==> config.mk <==
export PLATFORM = sky130hd
export DESIGN_NAME = shift_add_multiplier
export DESIGN_NICKNAME = d
export VERILOG_FILES = /design/src/rtl/shift_add_multiplier_pkg.sv /design/src/rtl/shift_add_multiplier.sv
export SDC_FILE = /design/constraint.sdc
export NUM_CORES = 1
export LEC_CHECK = 0
export CORE_MARGIN = 1.5
export CORE_UTILIZATION = 69
export DETAILED_ROUTE_END_ITERATION = 6
export DONT_BUFFER_PORTS = 1
export GPL_TIMING_DRIVEN = 0
export PLACE_DENSITY = 0.85
export SETUP_SLACK_MARGIN = 0.3
export SYNTH_ARGS = -nofsm -noshare
export SYNTH_HDL_FRONTEND = slang
export SYNTH_SLANG_ARGS = --single-unit
==> constraint.sdc <==
create_clock -name clk -period 5.3 [get_ports clk]
set_input_delay 0.53 -clock clk [delete_from_list [all_inputs] [get_ports clk]]
set_output_delay 0.53 -clock clk [all_outputs]
set_load 0.005 [all_outputs]
==> src/rtl/shift_add_multiplier_pkg.sv <==
// Shared arithmetic package for the iterative multiply/divide blocks.
// Holds state encodings and small sizing helpers.
package shift_add_multiplier_pkg;

   typedef enum logic {
      MUL_IDLE,
      MUL_LOOP
   } mul_state_t;

   function automatic int cnt_width(input int n);
      return ($clog2(n) < 1) ? 1 : $clog2(n);
   endfunction

endpackage

==> src/rtl/shift_add_multiplier.sv <==
// Iterative shift-and-add multiplier, one partial product per clock.
// Signed mode multiplies magnitudes and negates the result at the end.
module shift_add_multiplier
   import shift_add_multiplier_pkg::*;
#(
   parameter int N_BITS = 8
) (
   input  logic                  clk,
   input  logic                  rst,
   input  logic [N_BITS-1:0]     multiplicand,
   input  logic [N_BITS-1:0]     multiplier,
   input  logic                  operands_signed,
   input  logic                  start,
   output logic                  busy,
   output logic [2*N_BITS-1:0]   product,
   output logic                  result_valid
);

   localparam int CW = cnt_width(N_BITS);
   localparam int PW = 2 * N_BITS;

   mul_state_t        state;
   mul_state_t        state_nxt;
   logic [PW-1:0]     acc;
   logic [PW-1:0]     mcand;
   logic [PW-1:0]     acc_sum;
   logic [N_BITS-1:0] mplier;
   logic [N_BITS-1:0] mag_a;
   logic [N_BITS-1:0] mag_b;
   logic [CW-1:0]     cnt;
   logic              neg;
   logic              sign_a;
   logic              sign_b;
   logic              accept;
   logic              last;

   always_comb begin
      state_nxt = state;
      accept    = 1'b0;
      last      = 1'b0;
      unique case (state)
         MUL_IDLE: begin
            if (start) begin
               accept    = 1'b1;
               state_nxt = MUL_LOOP;
            end
         end
         MUL_LOOP: begin
            if (cnt == '0) begin
               last      = 1'b1;
               state_nxt = MUL_IDLE;
            end
         end
         default: state_nxt = MUL_IDLE;
      endcase
   end

   // -2^(N-1) negates to 2^(N-1), which still fits as an unsigned magnitude
   always_comb begin
      sign_a  = operands_signed & multiplicand[N_BITS-1];
      sign_b  = operands_signed & multiplier[N_BITS-1];
      mag_a   = sign_a ? -multiplicand : multiplicand;
      mag_b   = sign_b ? -multiplier : multiplier;
      acc_sum = acc + (mplier[0] ? mcand : '0);
   end

   always_ff @(posedge clk) begin
      if (rst) state <= MUL_IDLE;
      else     state <= state_nxt;
   end

   always_ff @(posedge clk) begin
      if (rst) begin
         acc          <= '0;
         mcand        <= '0;
         mplier       <= '0;
         cnt          <= '0;
         neg          <= 1'b0;
         product      <= '0;
         result_valid <= 1'b0;
      end else if (accept) begin
         acc          <= '0;
         mcand        <= {{N_BITS{1'b0}}, mag_a};
         mplier       <= mag_b;
         cnt          <= CW'(N_BITS - 1);
         neg          <= sign_a ^ sign_b;
         result_valid <= 1'b0;
      end else if (state == MUL_LOOP) begin
         acc    <= acc_sum;
         mcand  <= mcand << 1;
         mplier <= mplier >> 1;
         if (last) begin
            product      <= neg ? -acc_sum : acc_sum;
            result_valid <= 1'b1;
         end else begin
            cnt <= cnt - 1'b1;
         end
      end
   end

   assign busy = (state == MUL_LOOP);

endmodule

==> impl_metrics.env <==
export IMPL_crit_type="reg -> reg"
export IMPL_layout_min_cycle_time_ns=3.714
export IMPL_slowest_stage="nor4_1"
export IMPL_ys_warn_count=0
export IMPL_numCtsBuffers=9
export IMPL_status="completed"
export IMPL_layout_nets=548
export IMPL_drt_initial_drc_count=234
export IMPL_routedWlPerCell_um=16.97
export IMPL_crit_family="simple AND/OR/NAND/NOR gates"
export IMPL_portBuffers=0
export IMPL_synth_seq_cells=62
export IMPL_antenna_found_initial=0
export IMPL_grt_pass1_vias=3494
export IMPL_path_clk_slew_ns=0.07
export IMPL_gp_congestion=0.9208
export IMPL_rsz0062_at_grt="no"
export IMPL_cp_slowest_stage_delay_ns=0.65
export IMPL_syn_area_um2=4016
export IMPL_slew_headroom_pct=44.91
export IMPL_grt_first_pass_wirelength_um=16330
export IMPL_synth_area_leaders="dfxtp_1 (31%), nor2_1 (7.8%), ha_1 (6.2%)"
export IMPL_timing_max_cap_violations=0
export IMPL_synth_ff_type="dfxtp_1"
export IMPL_tightestPinTransition_ns=0.8188
export IMPL_post_cts_setup_buffer_count=0
export IMPL_die_area_um2=6288
export IMPL_fin_area_um2=4295
export IMPL_grt_use_total_pct=32.83
export IMPL_yosysTopAreaCellShare_pct=30.90
export IMPL_hold_violations=0
export IMPL_timing_fmax_mhz=269.3
export IMPL_power_leakage_nw=1.701
export IMPL_worstSkewPairLatency_ns=0.34
export IMPL_synth_edff_count=0
export IMPL_timing_final_max_slew_violations=0
export IMPL_viasPerCell=6.453
export IMPL_grt_overflow_total=0
export IMPL_synthArstFlopShare_pct=0
export IMPL_hold_path_class="in -> reg"
export IMPL_drive_gt1_share_pct=6.849
export IMPL_grt_max_degree=11
export IMPL_dp_slack_ns=1.744
export IMPL_postSynthNetCount=537
export IMPL_cts_resized=0
export IMPL_initial_core_util_pct=72.05
export IMPL_synthToLayoutAreaGrowth_pct=6.947
export IMPL_syn_inst=496
export IMPL_clockBufferDepth=2
export IMPL_cp_max_fo=10
export IMPL_ctsRootBufferMaster="clkbuf_8"
export IMPL_crit_required_ns=5.54
export IMPL_rows=27
export IMPL_routed_wirelength_um=9891
export IMPL_clock_sinks=62
export IMPL_die_h_um=79.30
export IMPL_insertedDiodeCount=0
export IMPL_htreeDepth=3
export IMPL_path_buf_inv=2
export IMPL_synth_cell_types=62
export IMPL_skew_ns=0.01417
export IMPL_cts_hold_repair_buffers=0
export IMPL_fin_tns_setup_ns=0
export IMPL_startpoint_type="flop"
export IMPL_setup_ws_ns=1.586
export IMPL_firstDrtPassIters=5
export IMPL_crit_chain="clkbuf_1 > and2_1 > ha_1 > buf_6 > a21o_4 > a221oi_4 > nor3_1 > nor4_1 > nand3b_1 > o21ai_1 > xor2_1 > a211oi_1"
export IMPL_cp_end_kind="flop"
export IMPL_coreArea_um2=5574
export IMPL_postPlaceCellArea_um2=4106
export IMPL_tritoncts="built"
export IMPL_die_x_um=79.30
export IMPL_pin_count=38
export IMPL_ys_seq_area_share_pct=30.90
export IMPL_route_detailed_drc=0
export IMPL_setup_viol=0
export IMPL_arrival_ns=3.96
export IMPL_dp_hpwl_um=7401
export IMPL_dr_total_vias=3762
export IMPL_irDropWorstVdd_mv=0.2196
export IMPL_ant_nets=0
export IMPL_avgSynthCellArea_um2=8.097
export IMPL_power_density_nw_per_um2=252.8
export IMPL_synth_area_leader_cell="dfxtp_1"
export IMPL_period_share_pct=70.07
[power by group]
| part | leakage (nW) | internal, mW | switching, mW |
|---|---|---|---|
| clock | 0.0952 | 0.226 | 0.185 |
| combinational | 1.10 | 0.0620 | 0.104 |
| sequential | 0.505 | 0.490 | 0.0182 |
| total | 1.70 | 0.778 | 0.307 |
[layer usage]
layer,part of all wire [%],global-route usage [%]
met4,1.4,10.88
met1,44,44.07
met3,7.4,5.057
met2,47,53.76
met5,0,0
[cell usage in the layout (no fill, tap or decap), types with 11 or more instances in the layout]
cell type	instances
clkbuf_1	18
mux2i_1	22
and2_1	18
ha_1	20
nand2_1	28
nor2_1	83
a211oi_1	22
nor3_1	11
or3_1	11
a21oi_1	32
o21ai_0	18
xor2_1	11
xnor2_1	15
inv_1	15
dfxtp_1	62
[cell families (layout without fill, tap and decap cells)]
group           count (synthesis)  count (layout)  share of synthesized area, %
flops                          62              62                         30.90
mux                            23              23                         5.763
fa+ha+maj                      21              21                         6.729
xor+xnor                       28              28                         6.480
simple gates                  183             183                         21.31
compound gates                134             134                         24.11
buf+inv                        45              60                         4.704
[worst reg2reg max path, delay by kind of cell (launching register included)]
| family | cells | cell delay, ns |
|---|---|---|
| AO/OA/AOI/OAI | 4 | 1.00 |
| buffers and inverters | 2 | 0.42 |
| AND/OR/NAND/NOR | 4 | 1.30 |
| flip-flops | 1 | 0.49 |
| adder cells (fa/ha/maj) | 1 | 0.26 |
| XOR/XNOR | 1 | 0.16 |
[state kept, by name, summed over array words and instances (netlist names)]
signal / cells
acc: 16
product: 16
cnt: 3
neg: 1
busy: 1
mplier: 8
result_valid: 1
mcand: 16
[cells in the mapped netlist, types with 3 or more instances]
library cell / instances
nand2_1: 28
buf_2: 4
a21oi_1: 32
dfxtp_1: 62
nor3_1: 11
xor2_1: 11
or3_1: 11
nand3_1: 8
and2_1: 18
a31oi_1: 7
o2111ai_1: 4
nand2b_1: 5
clkbuf_1: 17
nor2_1: 83
mux2i_1: 22
o21ai_1: 6
inv_1: 15
o21ai_0: 18
nor4_1: 3
a311oi_1: 10
a211oi_1: 22
nand4_1: 3
a21o_1: 5
xnor2_1: 15
o211ai_1: 3
o41ai_1: 3
buf_1: 5
ha_1: 20
[stage by stage]
stage / util (%) / instances / power, mW / hold slack, ns
CTS: 77.06 / 583 / 1.084 / 0.4148
global placement: 73.67 / 568 / 0.6731 / 0.4636
global route: 77.06 / 583 / 1.134 / 0.4167
floorplan: - / 496 / 0.6418 / 0.4482
finish: 77.06 / 583 / 1.086 / 0.4164
detailed placement: 73.67 / 568 / 0.6801 / 0.4690
[path summary, 6_finish.rpt]
kind	start	slack (ns)	cells past startpoint	endpoint
setup reg to reg	mplier[0]$_SDFFE_PP0P_	1.59	12	product[13]$_SDFFE_PP0P_
hold reg to reg	product[2]$_SDFFE_PP0P_	0.48	2	product[2]$_SDFFE_PP0P_
setup / recovery	mplier[0]$_SDFFE_PP0P_	1.59	12	product[13]$_SDFFE_PP0P_
hold / removal	multiplier[7]	0.42	2	mplier[7]$_SDFFE_PP0P_
[final cells by class]
cell class              instances  area, um2
flip-flops and latches         62       1241
inverters                      16      60.06
plain buffers                  29      128.9
well taps                      72      90.09
clock buffers                  11      141.4
fillers                       394       1279
multi-input cells             389       2586
clock inverters                 4      47.55
Power figures use the tool's default switching activity.
